--- src/rtl/add_share_arb_if.sv ---
// Requester and result handshake bundle for the shared-adder arbiter.
// master = the requesters plus the result consumer; slave = the arbiter.
interface add_share_arb_if #(
    parameter int WIDTH = 8,
    parameter int NREQ  = 2,
    parameter int IDW   = 2
);
    logic [NREQ-1:0]       req_valid;
    logic [NREQ*WIDTH-1:0] req_a;
    logic [NREQ*WIDTH-1:0] req_b;
    logic [NREQ-1:0]       req_ready;
    logic                  res_valid;
    logic                  res_ready;
    logic [WIDTH-1:0]      res_sum;
    logic                  res_carry;
    logic [IDW-1:0]        res_id;

    modport master (
        output req_valid, req_a, req_b, res_ready,
        input  req_ready, res_valid, res_sum, res_carry, res_id
    );

    modport slave (
        input  req_valid, req_a, req_b, res_ready,
        output req_ready, res_valid, res_sum, res_carry, res_id
    );
endinterface

--- src/rtl/add_share_arb.sv ---
// Round-robin arbiter sharing one WIDTH-bit adder among NREQ requesters.
// A single output register holds {carry, sum, id}; a new grant is issued
// whenever that register is empty or being drained in the same cycle, so
// back-to-back traffic sustains one result per clock.
module add_share_arb #(
    parameter int WIDTH = 8,
    parameter int NREQ  = 2,
    parameter int IDW   = 2
) (
    input  logic               clk,
    input  logic               rst,
    input  logic               ena,
    add_share_arb_if.slave     bus,
    output logic               busy
);
    logic [IDW-1:0]   ptr;
    logic [IDW-1:0]   gnt_idx;
    logic             gnt_found;
    logic             free;
    logic             accept;
    logic [WIDTH-1:0] op_a;
    logic [WIDTH-1:0] op_b;
    logic [WIDTH:0]   sum;

    // First valid requester scanning ptr, ptr+1, ... modulo NREQ.
    always_comb begin
        int idx;
        idx       = 0;
        gnt_idx   = '0;
        gnt_found = 1'b0;
        for (int k = 0; k < NREQ; k++) begin
            idx = int'(ptr) + k;
            if (idx >= NREQ) idx = idx - NREQ;
            if (!gnt_found && bus.req_valid[idx]) begin
                gnt_found = 1'b1;
                gnt_idx   = IDW'(idx);
            end
        end
    end

    // The register is free when empty or when its content leaves this cycle.
    assign free          = !bus.res_valid || bus.res_ready;
    assign accept        = !rst && ena && free && gnt_found;
    assign bus.req_ready = accept ? (NREQ'(1) << gnt_idx) : '0;

    assign op_a = bus.req_a[int'(gnt_idx)*WIDTH +: WIDTH];
    assign op_b = bus.req_b[int'(gnt_idx)*WIDTH +: WIDTH];
    assign sum  = {1'b0, op_a} + {1'b0, op_b};
    assign busy = bus.res_valid;

    // Result register and round-robin pointer; ptr only moves on an accept.
    always_ff @(posedge clk) begin
        if (rst) begin
            bus.res_valid <= 1'b0;
            bus.res_sum   <= '0;
            bus.res_carry <= 1'b0;
            bus.res_id    <= '0;
            ptr           <= '0;
        end else if (accept) begin
            bus.res_valid <= 1'b1;
            bus.res_sum   <= sum[WIDTH-1:0];
            bus.res_carry <= sum[WIDTH];
            bus.res_id    <= gnt_idx;
            ptr           <= (int'(gnt_idx) == NREQ-1) ? '0 : gnt_idx + IDW'(1);
        end else if (bus.res_ready) begin
            bus.res_valid <= 1'b0;
        end
    end
endmodule

--- src/flat_wrapper.sv ---
// flat-port wrapper written by rule: the top's interface ports become plain ports
module add_share_arb_flat 
#(
    parameter int WIDTH = 8,
    parameter int NREQ  = 2,
    parameter int IDW   = 2
)
  (clk, rst, ena, busy, bus_req_valid, bus_req_a, bus_req_b, bus_res_ready, bus_req_ready, bus_res_valid, bus_res_sum, bus_res_carry, bus_res_id);
  add_share_arb_if #(.WIDTH(WIDTH), .NREQ(NREQ), .IDW(IDW)) bus_i ();
  input  logic clk;
  input  logic rst;
  input  logic ena;
  output logic busy;
  input wire logic [$bits(bus_i.req_valid)-1:0] bus_req_valid;
  input wire logic [$bits(bus_i.req_a)-1:0] bus_req_a;
  input wire logic [$bits(bus_i.req_b)-1:0] bus_req_b;
  input wire logic [$bits(bus_i.res_ready)-1:0] bus_res_ready;
  output wire logic [$bits(bus_i.req_ready)-1:0] bus_req_ready;
  output wire logic [$bits(bus_i.res_valid)-1:0] bus_res_valid;
  output wire logic [$bits(bus_i.res_sum)-1:0] bus_res_sum;
  output wire logic [$bits(bus_i.res_carry)-1:0] bus_res_carry;
  output wire logic [$bits(bus_i.res_id)-1:0] bus_res_id;
  assign bus_i.req_valid = bus_req_valid;
  assign bus_i.req_a = bus_req_a;
  assign bus_i.req_b = bus_req_b;
  assign bus_i.res_ready = bus_res_ready;
  assign bus_req_ready = bus_i.req_ready;
  assign bus_res_valid = bus_i.res_valid;
  assign bus_res_sum = bus_i.res_sum;
  assign bus_res_carry = bus_i.res_carry;
  assign bus_res_id = bus_i.res_id;
  add_share_arb #(.WIDTH(WIDTH), .NREQ(NREQ), .IDW(IDW)) u_core (.clk(clk), .rst(rst), .ena(ena), .bus(bus_i), .busy(busy));
endmodule
--- config.mk ---
export PLATFORM = sky130hd
export DESIGN_NAME = add_share_arb_flat
export DESIGN_NICKNAME = d
export VERILOG_FILES = /design/src/rtl/add_share_arb_if.sv /design/src/rtl/add_share_arb.sv /design/src/flat_wrapper.sv
export SDC_FILE = /design/constraint.sdc
export NUM_CORES = 1
export LEC_CHECK = 0
export BUFFER_PORTS_ARGS = -buffer_cell sky130_fd_sc_hd__buf_2
export CAP_MARGIN = 10
export CORE_MARGIN = 2
export CORE_UTILIZATION = 46
export CTS_BUF_LIST = sky130_fd_sc_hd__clkbuf_2 sky130_fd_sc_hd__clkbuf_4 sky130_fd_sc_hd__clkbuf_8
export DETAILED_ROUTE_END_ITERATION = 12
export PLACE_DENSITY = 0.77
export SYNTH_ARGS = -nofsm -noshare
export SYNTH_HDL_FRONTEND = slang
export SYNTH_SLANG_ARGS = --single-unit
--- constraint.sdc ---
create_clock -name clk -period 3.3 [get_ports clk]
set_clock_uncertainty 0.15 [all_clocks]
set_input_delay 0.33 -clock clk [delete_from_list [all_inputs] [get_ports clk]]
set_output_delay 0.33 -clock clk [all_outputs]
set_load 0.01 [all_outputs]
# Word level (Yosys, flattened, before mapping)
# Index checks and enable logic that the tools add are counted.
op_classes:
  addsub: 5
  n_mul: 0
  div: 0
  order_cmp: 4
  eq_ne: 1
  shift: 3
  n_mux: 16
  bitwise: 0
  reduce_logical: 9
op_table:
  columns: ["operator", "n"]
  rows:
  - ["less-than comparator 32 x 3 -> 1 bit (second input constant)", 2]
  - ["two-way mux 32 bit", 2]
  - [">= comparator 32 x 3 -> 1 bit (second input constant)", 1]
  - ["indexed part select 16 x 6 -> 8 bit", 2]
  - ["subtractor 32 x 3 -> 32 bit (second input constant)", 1]
  - ["two-way mux 1 bit", 10]
  - ["adder 8 x 8 -> 9 bit", 1]
  - ["two-way mux 2 bit", 4]
  - ["logical AND 1 bit", 4]
  - ["adder 2 x 1 -> 3 bit (second input constant)", 1]
  - ["zero test 1 bit", 3]
  - ["subtractor 2 x 2 -> 3 bit (second input constant)", 1]
  - ["adder 2 x 1 -> 2 bit (second input constant)", 1]
  - ["== test 2 bit (second input constant)", 1]
  - [">= comparator 2 bit (second input constant)", 1]
  - ["nonzero test 2 bit", 1]
  - ["left shift 1 x 2 -> 2 bit (first input constant)", 1]
  - ["logical OR 1 bit", 1]
totals:
  ff_bits: 14
  latchBits: 0
  ramBits: 0
  rom_bits: 0
  inputBits: 38
  output_inout_bits: 15
  wordCells: 43
  mem_count: 0

# Longest topological paths before layout
depth:
  word_depth: 11
  mapped_depth: 11
  ltp_nobuf: 10

# Worst setup path after synthesis
# No wires, ideal clock.
synth_path:
  path_kind: "input -> register"
  start: "in bus_req_valid[1]"
  end: "reg u_core.bus.res_sum[7]"
  setup_ns: 0.126
  arrival_time_ns: 2.389
  t_required_ns: 3.024
  path_slack_ns: 0.635
  path_stages: 10
  n_path_buf: 2
  cell_sequence: "a21boi_2 > nor2_1 > clkbuf_1 > a22o_1 > ha_1 > clkbuf_1 > a2111o_1 > a21oi_1 > or4_1 > o211ai_1"
synth_via:
  elab_chain_cells: 9
  elab_cells_between_ends: 16
  classes_between: "add/sub: 1; shift: 2; mux: 10; reduce/logical: 3"
synth_rtl:
  columns: ["element", "line_no", "rtl"]
  rows:
  - ["start: declaration", "flat_wrapper.sv:14", "input wire logic [$bits(bus_i.req_valid)-1:0] bus_req_valid;"]
  - ["two-way mux 1 bit (not written as such) (3 in series)", "add_share_arb.sv:34", "if (!gnt_found && bus.req_valid[idx]) begin"]
  - ["two-way mux 1 bit", "add_share_arb.sv:34", null]
  - ["zero test 1 bit", "add_share_arb.sv:34", null]
  - ["logical AND 1 bit", "add_share_arb.sv:34", null]
  - ["two-way mux 2 bit", "add_share_arb.sv:34", null]
  - ["indexed part select 16 x 6 -> 8 bit, on equally long branches", "add_share_arb.sv:46, add_share_arb.sv:47", null]
  - ["adder 8 x 8 -> 9 bit", "add_share_arb.sv:48", "assign sum = {1'b0, op_a} + {1'b0, op_b};"]
  - ["end signal: assignment", "add_share_arb.sv:61", "bus.res_sum <= sum[WIDTH-1:0];"]
  - ["end: declaration", "add_share_arb_if.sv:25", "output req_ready, res_valid, res_sum, res_carry, res_id"]
# Several ways; a longest one is shown, not always the timed one. The select of a mux whose other input is x is not followed.
# A chain may end at the register's enable or synchronous reset.

# Worst setup path after layout
layout_path:
  start: "reg u_core.ptr[0]"
  end: "reg u_core.bus.res_sum[7]"
layout_via:
  elab_chain_cells: 11
  elab_cells_between_ends: 23
  classes_between: "add/sub: 4; order compare: 2; shift: 2; mux: 12; reduce/logical: 3"
layout_rtl:
  columns: ["element", "line_no", "rtl"]
  rows:
  - ["start: declaration", "add_share_arb.sv:16", "logic [IDW-1:0] ptr;"]
  - ["start signal: assignment", "add_share_arb.sv:64", "ptr <= (int'(gnt_idx) == NREQ-1) ? '0 : gnt_idx + IDW'(1);"]
  - ["parallel branches: the longest is 11 deep, another holds subtractor 32 x 3 -> 32 bit", null, null]
# Parallel ways; which one is timed is not known. The select of a mux whose other input is x is not followed.

==> results.ini <==
[outcome]
status=complete, no violations

[drt]
drc=0
wl_met2_mm=1.11
detail_route.vias_per_cell=5.41
ant_nets=0
wire_per_inst_um=12.2
wl_met1_mm=1.11
dr.pass1.iters=4
maxUsedRoutingLayer=met4
routed_wl_mm=2.41
via_count=1065
route.met3.wl_um=133
drtIter0Drc=6

[cts]
cts_tree=done
root_buffer=clkbuf_4
cts_sinks=14
cts.path.max_buffers=2
post_cts_resized=0
post_cts_buffers=0
cts-buffers-inserted=3
clk_pin_slew_ns=0.09
clk_latency_ns=0.29
htreeDepth=1
ctsHoldBuffers=0

[placed_design]
place_inst=193
hpwl_mm=1.89
dp_slack_ns=0.288
portBuffers=52
placed_area_mm2=0.00129
globalplace.congestion=0.863

[logic_synthesis]
synthesis.area_mm2=0.00102
synth_edf_count=0
ys_top_cells_by_count=a22o_1 (16), dfxtp_1 (14), nand2_1 (11)
ys_async_sr_fraction_pct=0
yosysUniqueCellTypes=33
ys_ff_latch=14
netlist_instances=119
yosysWarnings=0
synthFlopType=dfxtp_1
syn-num-nets=166
synthTopCellsByArea=dfxtp_1 (27%), a22o_1 (14%), ha_1 (9.8%)
avgSynthCellArea_um2=8.58
synth_most_common_cell=a22o_1
synth_top_area_share_pct=27.5
ys_seq_area_share_pct=27.5
yosys.area.top_type=dfxtp_1

[worst_setup_path]
reg2reg_setup_slack_ns=0.39
path_class=reg2reg
critical_path.max_fanout=16
cpMaxStageDelayCell=nor2_1
start_kind=flip-flop
crit_chain=and4b_1, nor2_1, a22o_1, ha_1, a2111o_1, a21oi_1, or4_1, o211ai_1
critical_path_required_ns=3.33
critPathArrivalTime_ns=2.94
slowest_delay_ns=0.74
endpoint_kind=flip-flop

[sta]
tightestPinTransition_ns=0.978
max_freq_mhz=344
rsz0062_at_grt=false
setup_viol_count_final=0
period_minus_slack_ns=2.91
finalHoldViolCount=0
drv_slew=0
period_share_pct=88.2
relSlewSlack_pct=34.5
tns_ns=0
setup_ws_ns=0.390

[floorplanning]
initial_core_util_pct=47.5
die_x_um=51.1
core-area_mm2=0.00215
dieArea_mm2=0.00261
rows=17
fp.dieH_um=51.1
io_pins=53

[grt]
grt_first_pass_wirelength_mm=3.90
grt-ovfl-total=0
grt_usage_pct=19.4
grt_max_degree=21
antenna_found_initial=0
grt_pass1_vias=988

[power_and_ir_drop]
p_per_area_mw_per_mm2=394
power_leakage_nw=0.674
vdd_ir_drop_max_v=0.000213

[flow_run]
maxCapViolations=0

[cells_and_area]
syn2layout_area_growth_pct=29.5
drive_gt1_share_pct=34.9
fin_util_pct=61.6
post-route-cell-area_mm2=0.00132
final_nets=217
antenna_cells=0
stdcell_count=197

[hold_path]
min_path_type=in2reg

[logic make-up (layout without fill, tap and decap cells)]
kind of cell	after synthesis	count (layout)	synth area share, %
XOR/XNOR	4	4	3.43
AND/OR/NAND/NOR	36	36	19.9
flip-flops	14	14	27.5
AO/OA/AOI/OAI	43	43	31.0
adder cells (fa/ha/maj)	9	9	11.8
multiplexers	1	1	0.980
buffers and inverters	12	62	5.52
[sequential cells by signal, indices dropped and copies added, names as in the netlist]
| signal | cells |
|---|---|
| u_core.ptr | 2 |
| u_core.bus.res_id | 2 |
| u_core.bus.res_carry | 1 |
| u_core.bus.res_sum | 8 |
| u_core.bus.res_valid | 1 |
[layout make-up]
class / instances / area, µm²
clock buffers: 4 / 36.3
fillers: 207 / 826
inverters: 5 / 18.8
multi-input cells: 93 / 684
flip-flops and latches: 14 / 280
well taps: 28 / 35.0
repair buffers: 53 / 268
[cell usage in the layout (no fill, tap or decap), types with 4 or more instances in the layout]
master / Yosys / layout
xnor2_1: 4 / 4
a21oi_1: 10 / 10
nand3b_1: 8 / 8
ha_1: 8 / 8
nor2_1: 4 / 4
dfxtp_1: 14 / 14
inv_1: 5 / 5
nand2_1: 11 / 11
buf_2: 0 / 52
o21ai_0: 5 / 5
a22o_1: 16 / 16
[metrics by stage]
stage          hold WS [ns]  power [mW]
5_1_grt               0.224       0.552
2_1_floorplan         0.282       0.337
3_5_place_dp          0.297       0.398
3_3_place_gp          0.291       0.394
6_report              0.170       0.521
4_1_cts               0.170       0.522
[routing by layer]
layer	global-route usage (%)	up-vias
li1	-	544
met1	23.2	476
met2	35.1	40
met3	0.877	5
met4	9.46	0
met5	0	-
[critical path: cells and delay by family, from the launching register on]
| family | cells | cell delay [ns] |
|---|---|---|
| AOI/OAI and AO/OA | 4 | 0.93 |
| adders and majority gates | 1 | 0.31 |
| DFF | 1 | 0.32 |
| and+or+nand+nor | 3 | 1.09 |
[where the power goes]
group / switching, mW / internal, mW / total [mW]
sequential: 0.00865 / 0.187 / 0.195
clock: 0.0566 / 0.0672 / 0.124
combinational: 0.104 / 0.0976 / 0.202
total: 0.169 / 0.351 / 0.521
[path summary, 6_finish.rpt]
kind                                                   startpoint                            endpoint  cells after the start
worst max-delay path                   u_core.ptr[0]$_SDFFE_PP0P_  u_core.bus.res_sum[7]$_SDFFE_PP0P_                      8
worst min-delay path                                bus_res_ready   u_core.bus.res_valid$_SDFFE_PP0P_                      3
worst max register to register         u_core.ptr[0]$_SDFFE_PP0P_  u_core.bus.res_sum[7]$_SDFFE_PP0P_                      8
worst min register to register  u_core.bus.res_id[0]$_SDFFE_PP0P_   u_core.bus.res_id[0]$_SDFFE_PP0P_                      2
Note: power is estimated with default switching activity, not from simulation.
